==> src/rtl/clock_pkg.sv <==
// ============================================================================
// Module   : clock_pkg
// Purpose  : State encodings and demux select codes shared by the clock UI.
// Revision : 1.0
// ============================================================================
`default_nettype none

package clock_pkg;

    typedef enum logic [1:0] {
        ST_RUN     = 2'b00,
        ST_SET_HR  = 2'b01,
        ST_SET_MIN = 2'b10
    } state_t;

    localparam logic SEL_HOURS   = 1'b0;
    localparam logic SEL_MINUTES = 1'b1;

endpackage

`default_nettype wire

==> src/rtl/time_set_controller_if.sv <==
// ============================================================================
// Module   : time_set_controller_if
// Purpose  : Button/tick inputs and demux-facing outputs of the time-set UI.
// Revision : 1.0
// ============================================================================
`default_nettype none

interface time_set_controller_if;
    import clock_pkg::*;

    logic   tick;
    logic   mode_btn;
    logic   adj_btn;
    logic   sel;
    logic   adj_pulse;
    logic   run_en;
    logic   blink;
    state_t set_state;

    modport master (
        output tick, mode_btn, adj_btn,
        input  sel, adj_pulse, run_en, blink, set_state
    );

    modport slave (
        input  tick, mode_btn, adj_btn,
        output sel, adj_pulse, run_en, blink, set_state
    );
endinterface

`default_nettype wire

==> src/rtl/time_set_controller_btn_edge_detect.sv <==
// ============================================================================
// Module   : btn_edge_detect
// Purpose  : Registered rising-edge detector for a debounced button level.
// Revision : 1.0
// ============================================================================
`default_nettype none

module btn_edge_detect (
    input  wire logic clk,
    input  wire logic rst,
    input  wire logic i_btn,
    output logic      o_rise
);
    logic r_prev;
    logic r_valid;

    always_ff @(posedge clk) begin
        if (rst) begin
            r_prev  <= 1'b0;
            r_valid <= 1'b0;
        end else begin
            r_prev  <= i_btn;
            r_valid <= 1'b1;
        end
    end

    // r_prev only counts as a real "low" once it holds a post-reset sample,
    // so a button held through reset is not mistaken for a fresh press.
    assign o_rise = i_btn & ~r_prev & r_valid;

endmodule

`default_nettype wire

==> src/rtl/time_set_controller.sv <==
// ============================================================================
// Module   : time_set_controller
// Purpose  : MODE/ADJ front end: set-mode FSM, adjust pulses with auto-repeat,
//            blink strobe. Optional macro SET_TIMEOUT_EN adds idle return to RUN.
// Revision : 1.0
// ============================================================================
`default_nettype none

module time_set_controller
    import clock_pkg::*;
#(
    parameter int TW           = 14,
    parameter int REPEAT_DELAY = 500,
    parameter int REPEAT_RATE  = 100,
    parameter int BLINK_HALF   = 250,
    parameter int TIMEOUT      = 10000
) (
    input  wire logic             clk,
    input  wire logic             rst,
    time_set_controller_if.slave  bus
);

    localparam logic [TW-1:0] c_cnt_max      = {TW{1'b1}};
    localparam logic [TW-1:0] c_repeat_delay = TW'(REPEAT_DELAY);
    localparam logic [TW-1:0] c_repeat_rate  = TW'(REPEAT_RATE);
    localparam logic [TW-1:0] c_blink_half   = TW'(BLINK_HALF);

    if (REPEAT_DELAY < 1 || REPEAT_RATE < 1 || BLINK_HALF < 1 || TIMEOUT < 1 ||
        REPEAT_DELAY > (2**TW - 1) || REPEAT_RATE > (2**TW - 1) ||
        BLINK_HALF > (2**TW - 1) || TIMEOUT > (2**TW - 1)) begin : g_param_check
        $error("time_set_controller: tick parameters must be 1 .. 2**TW-1");
    end

    state_t        r_state;
    logic          r_sel;
    logic          r_run_en;
    logic          r_adj_pulse;
    logic          r_blink;
    logic          r_armed;
    logic          r_hold;
    logic [TW-1:0] r_rpt_cnt;
    logic [TW-1:0] r_blink_cnt;

    state_t        w_state_next;
    logic          w_sel_next;
    logic          w_run_en_next;
    logic          w_state_chg;
    logic          w_mode_rise;
    logic          w_adj_rise;
    logic          w_in_set;
    logic          w_edge_pulse;
    logic          w_rpt_reach;
    logic          w_fire;
    logic          w_timeout_hit;
    logic [TW-1:0] w_rpt_limit;
    logic [TW-1:0] w_rpt_inc;
    logic [TW-1:0] w_blink_inc;

    btn_edge_detect u_mode_edge (
        .clk    (clk),
        .rst    (rst),
        .i_btn  (bus.mode_btn),
        .o_rise (w_mode_rise)
    );

    btn_edge_detect u_adj_edge (
        .clk    (clk),
        .rst    (rst),
        .i_btn  (bus.adj_btn),
        .o_rise (w_adj_rise)
    );

    assign w_in_set    = (r_state != ST_RUN);
    assign w_rpt_limit = r_armed ? c_repeat_rate : c_repeat_delay;
    assign w_rpt_inc   = (r_rpt_cnt == c_cnt_max) ? r_rpt_cnt : r_rpt_cnt + 1'b1;
    assign w_blink_inc = (r_blink_cnt == c_cnt_max) ? r_blink_cnt : r_blink_cnt + 1'b1;

`ifdef SET_TIMEOUT_EN
    localparam logic [TW-1:0] c_timeout = TW'(TIMEOUT);

    logic [TW-1:0] r_idle_cnt;
    logic          w_idle_tick;
    logic [TW-1:0] w_idle_inc;

    assign w_idle_tick   = w_in_set & bus.tick & ~bus.mode_btn & ~bus.adj_btn;
    assign w_idle_inc    = (r_idle_cnt == c_cnt_max) ? r_idle_cnt : r_idle_cnt + 1'b1;
    assign w_timeout_hit = w_idle_tick & (w_idle_inc == c_timeout);

    always_ff @(posedge clk) begin
        if (rst) begin
            r_idle_cnt <= '0;
        end else if (w_state_chg || w_mode_rise || w_adj_rise || !w_in_set) begin
            r_idle_cnt <= '0;
        end else if (w_idle_tick) begin
            r_idle_cnt <= w_idle_inc;
        end
    end
`else
    assign w_timeout_hit = 1'b0;
`endif

    always_comb begin
        w_state_next = r_state;
        case (r_state)
            ST_RUN:     if (w_mode_rise) w_state_next = ST_SET_HR;
            ST_SET_HR:  if (w_mode_rise) w_state_next = ST_SET_MIN;
            ST_SET_MIN: if (w_mode_rise) w_state_next = ST_RUN;
            default:    w_state_next = ST_RUN;
        endcase
        if (w_timeout_hit) begin
            w_state_next = ST_RUN;
        end
        w_state_chg   = (w_state_next != r_state);
        w_sel_next    = (w_state_next == ST_SET_MIN) ? SEL_MINUTES : SEL_HOURS;
        w_run_en_next = (w_state_next == ST_RUN);
    end

    // A MODE edge in the same clk swallows the ADJ edge.
    assign w_edge_pulse = w_in_set & w_adj_rise & ~w_mode_rise;
    assign w_rpt_reach  = r_hold & bus.adj_btn & bus.tick & w_in_set & ~w_state_chg &
                          (w_rpt_inc == w_rpt_limit);
    assign w_fire       = w_edge_pulse | (w_rpt_reach & ~r_adj_pulse);

    always_ff @(posedge clk) begin
        if (rst) begin
            r_state     <= ST_RUN;
            r_sel       <= SEL_HOURS;
            r_run_en    <= 1'b1;
            r_adj_pulse <= 1'b0;
        end else begin
            r_state     <= w_state_next;
            r_sel       <= w_sel_next;
            r_run_en    <= w_run_en_next;
            r_adj_pulse <= w_fire;
        end
    end

    // r_hold marks a press that began in the current SET state; only such a
    // press may auto-repeat, so a hold carried across a MODE press stays silent.
    always_ff @(posedge clk) begin
        if (rst) begin
            r_rpt_cnt <= '0;
            r_armed   <= 1'b0;
            r_hold    <= 1'b0;
        end else if (w_state_chg || !bus.adj_btn || !w_in_set) begin
            r_rpt_cnt <= '0;
            r_armed   <= 1'b0;
            r_hold    <= 1'b0;
        end else if (w_edge_pulse) begin
            r_rpt_cnt <= '0;
            r_armed   <= 1'b0;
            r_hold    <= 1'b1;
        end else if (r_hold && bus.tick) begin
            if (w_rpt_inc == w_rpt_limit) begin
                if (!r_adj_pulse) begin
                    r_rpt_cnt <= '0;
                    r_armed   <= 1'b1;
                end
            end else begin
                r_rpt_cnt <= w_rpt_inc;
            end
        end
    end

    always_ff @(posedge clk) begin
        if (rst) begin
            r_blink_cnt <= '0;
            r_blink     <= 1'b0;
        end else if (w_state_chg || w_fire || !w_in_set) begin
            r_blink_cnt <= '0;
            r_blink     <= 1'b0;
        end else if (bus.tick) begin
            if (w_blink_inc == c_blink_half) begin
                r_blink_cnt <= '0;
                r_blink     <= ~r_blink;
            end else begin
                r_blink_cnt <= w_blink_inc;
            end
        end
    end

    assign bus.set_state = r_state;
    assign bus.sel       = r_sel;
    assign bus.run_en    = r_run_en;
    assign bus.adj_pulse = r_adj_pulse;
    assign bus.blink     = r_blink;

endmodule

`default_nettype wire
==> src/flat_wrapper.sv <==
// flat-port wrapper written by rule: the top's interface ports become plain ports
module time_set_controller_flat import clock_pkg::*;
#(
    parameter int TW           = 14,
    parameter int REPEAT_DELAY = 500,
    parameter int REPEAT_RATE  = 100,
    parameter int BLINK_HALF   = 250,
    parameter int TIMEOUT      = 10000
)
  (clk, rst, bus_tick, bus_mode_btn, bus_adj_btn, bus_sel, bus_adj_pulse, bus_run_en, bus_blink, bus_set_state);
  time_set_controller_if bus_i ();
  input  wire logic clk;
  input  wire logic rst;
  input wire logic [$bits(bus_i.tick)-1:0] bus_tick;
  input wire logic [$bits(bus_i.mode_btn)-1:0] bus_mode_btn;
  input wire logic [$bits(bus_i.adj_btn)-1:0] bus_adj_btn;
  output wire logic [$bits(bus_i.sel)-1:0] bus_sel;
  output wire logic [$bits(bus_i.adj_pulse)-1:0] bus_adj_pulse;
  output wire logic [$bits(bus_i.run_en)-1:0] bus_run_en;
  output wire logic [$bits(bus_i.blink)-1:0] bus_blink;
  output wire logic [$bits(bus_i.set_state)-1:0] bus_set_state;
  assign bus_i.tick = bus_tick;
  assign bus_i.mode_btn = bus_mode_btn;
  assign bus_i.adj_btn = bus_adj_btn;
  assign bus_sel = bus_i.sel;
  assign bus_adj_pulse = bus_i.adj_pulse;
  assign bus_run_en = bus_i.run_en;
  assign bus_blink = bus_i.blink;
  assign bus_set_state = bus_i.set_state;
  time_set_controller #(.TW(TW), .REPEAT_DELAY(REPEAT_DELAY), .REPEAT_RATE(REPEAT_RATE), .BLINK_HALF(BLINK_HALF), .TIMEOUT(TIMEOUT)) u_core (.clk(clk), .rst(rst), .bus(bus_i));
endmodule
==> config.mk <==
export PLATFORM = sky130hd
export DESIGN_NAME = time_set_controller_flat
export DESIGN_NICKNAME = d
export VERILOG_FILES = /design/src/rtl/clock_pkg.sv /design/src/rtl/time_set_controller_if.sv /design/src/rtl/time_set_controller_btn_edge_detect.sv /design/src/rtl/time_set_controller.sv /design/src/flat_wrapper.sv
export SDC_FILE = /design/constraint.sdc
export NUM_CORES = 1
export LEC_CHECK = 0
export ABC_AREA = 1
export BUFFER_PORTS_ARGS = -buffer_cell sky130_fd_sc_hd__buf_2
export CAP_MARGIN = 20
export CORE_UTILIZATION = 55
export CTS_BUF_LIST = sky130_fd_sc_hd__clkbuf_8
export DETAILED_ROUTE_END_ITERATION = 8
export PLACE_DENSITY = 0.69
export SETUP_SLACK_MARGIN = 0.3
export SYNTH_ARGS = -nofsm -noshare
export SYNTH_HDL_FRONTEND = slang
export SYNTH_HIERARCHICAL = 1
export SYNTH_SLANG_ARGS = --single-unit
==> constraint.sdc <==
create_clock -name clk -period 2.9 [get_ports clk]
set_input_delay 0.145 -clock clk [delete_from_list [all_inputs] [get_ports clk]]
set_output_delay 0.145 -clock clk [all_outputs]
set_load 0.02 [all_outputs]
==> flow_summary.ini <==
[status]
status = completed

[synth]
synth_area_um2 = 2750
yosysMostFrequentCell = nor2_1
yosys.cell_types.count = 33
ys_seq_elements = 40
yosysWarnings = 6
ys.flop_type = dfxtp_1
async_flop_share_pct = 0
syn_inst = 453
synth_edf_count = 0
netlist.area_leader.share_pct = 29.1
syn_nets = 460
yosysTopAreaCell = dfxtp_1
synth_area_leaders = dfxtp_1 29%, nor2_1 14%, nand2_1 14%, inv_1 9.1%, nand3_1 7.3%
syn_avg_cell_area_um2 = 6.07
synth-seq-area-share_pct = 29.1
synth_top_cells_by_count = 103 x nor2_1, 99 x nand2_1, 67 x inv_1

[floorplan]
core_um2 = 4750
die_h_um = 72.7
initial_core_util_pct = 57.9
die_x_um = 72.7
io_pins = 11
die_area_um2 = 5290
placementRows = 25

[power_and_ir_drop]
switching_share_pct = 24.4
vdd_drop_max_mv = 0.407
p_leak_nw = 1.28
power_density_nw_per_um2 = 369
p_int_mw = 0.845
pwr-share-seq_pct = 50.7
clockPowerShare_pct = 41.5
p_switching_mw = 0.273
pwr-share-comb_pct = 7.8

[setup_path]
worstPathArrival_ns = 2.56
start_kind = flip-flop
cp_max_fo = 8
path_class = reg2reg
required_ns = 3.09
setup.worst_path.end_class = flip-flop

[placement]
port_buffers = 10
gp_congestion = 0.933
placed_cells = 523
hpwl_um = 4500

[drt]
vias = 2676
vias_per_cell = 4.99
dr.pass1.iters = 5
drt_iter0_drc = 225
final_antenna_net_count = 0
drc_errors = 0
wl_per_cell_um = 11.5
wl_um = 6180

[clock_tree]
htreeDepth = 2
cts_root_buf = clkbuf_8
clkSinkCount = 40
cts_buffer_depth = 2
clock_latency_ns = 0.29
cts_hold_buf = 0
cts_buffers = 5
clk_pin_slew_ns = 0.08
cts_tree = done

[timing]
rsz0062_at_grt = true
drv_slew = 0
hold_viol = 0
setup_tns_ns = 0
maxSlewHeadroom_pct = 43.6
fmax_mhz = 421
fin_crit_ns = 2.37
period_share_pct = 81.9
fin_skew_ns = 0.00629
hold_ws_ns = 0.0653
tightest_slew_ns = 0.839
setup_viol = 0

[global_route]
grt_pass1_wl_um = 10100
grt_usage_pct = 24.4
antenna_found_initial = 0
grt-ovfl-total = 0
grt_max_degree = 29
grt_pass1_vias = 2253

[cells_and_area]
final_cells = 536
diodes = 0
final_core_util_pct = 63.8
drive_gt1_share_pct = 13.6
area_delta_synth_final_pct = 10.3
nets = 475

[hold_path]
hold_class = in2reg

[job]
drv_cap = 0
[routing by layer]
layer  share of wire [%]  vias to the layer above  track usage [%]
met1                  51                     1168             35.1
met4                0.95                        0             6.97
li1                    -                     1436                -
met3                 6.1                        6             5.11
met2                  42                       66             36.6
met5                   0                        -                0
[cell type report]
type / instances / area [µm²]
tap: 67 / 83.8
inverter: 70 / 267
sequential: 40 / 803
fill: 477 / 1720
clock buffer: 5 / 68.8
timing repair buffer: 15 / 91.3
multi-input combinational: 336 / 1670
clock inverter: 3 / 47.5
[worst paths after layout]
path                                                        from                                    to  slack [ns]  cells past startpoint
worst max-delay path            u_core/r_rpt_cnt[0]$_SDFFE_PP0P_      u_core/r_rpt_cnt[3]$_SDFFE_PP0P_        0.53                     14
worst min-delay path                                bus_mode_btn  u_core/u_mode_edge/r_prev$_SDFF_PP0_        0.07                      3
worst max register to register  u_core/r_rpt_cnt[0]$_SDFFE_PP0P_      u_core/r_rpt_cnt[3]$_SDFFE_PP0P_        0.53                     14
worst min register to register        u_core/r_hold$_SDFFE_PP0P_            u_core/r_hold$_SDFFE_PP0P_        0.45                      2
[placed cells by master, fill, tap and decap left out, types with 8 or more instances in the layout]
cell type,count
nor2_2,17
a21oi_1,9
nand2_1,99
inv_1,66
nand3_1,40
o21ai_0,8
nor3_1,8
nand4_1,10
dfxtp_1,38
nor2_1,103
buf_2,10
xor2_1,12
[through the flow]
stage | instance area, µm² | worst slack [ns] | power [mW]
5_1_grt | 3040 | 0.293 | 1.17
6_report | 3040 | 0.526 | 1.12
4_1_cts | 2950 | 0.329 | 1.13
2_1_floorplan | 2750 | 0.745 | 0.646
3_5_place_dp | 2830 | 0.267 | 0.663
3_3_place_gp | 2830 | 0.306 | 0.663
[timing repair]
action	in CTS	in global routing
resized for setup	2	10
pin swaps	0	3
setup endpoints to repair	22	28
gates cloned	0	1
setup buffers	0	4
hold endpoints to repair	0	0
[power by group through the flow]
stage	sequential [mW]	clock, mW	combinational [mW]
after detailed placement	0.581	0	0.0825
after CTS	0.568	0.482	0.0828
final	0.568	0.464	0.0871
after global routing	0.570	0.505	0.0989
after global placement	0.581	0	0.0825
after floorplan	0.588	0	0.0577
[logic make-up after synthesis]
logic type | count (synthesis) | synth area share, %
compound gates | 23 | 4.55
xor+xnor | 14 | 4.46
fa+ha+maj | 2 | 0.909
buf+inv | 78 | 12.0
flops | 40 | 29.1
mux | 1 | 0.409
simple gates | 295 | 48.6
[critical path, cell delays in order (launching register included)]
cell	delay (ns)
dfxtp_2	0.40
ha_2	0.25
nand2_1	0.08
nor2_2	0.12
nand2_2	0.09
nor2_1	0.14
nand2_1	0.14
o21ai_2	0.18
nand3_1	0.11
nor2_2	0.16
nand3_4	0.16
nand2_8	0.13
clkinvlp_4	0.16
nor2_1	0.13
nor2_1	0.05
Power figures use the tool's default switching activity.
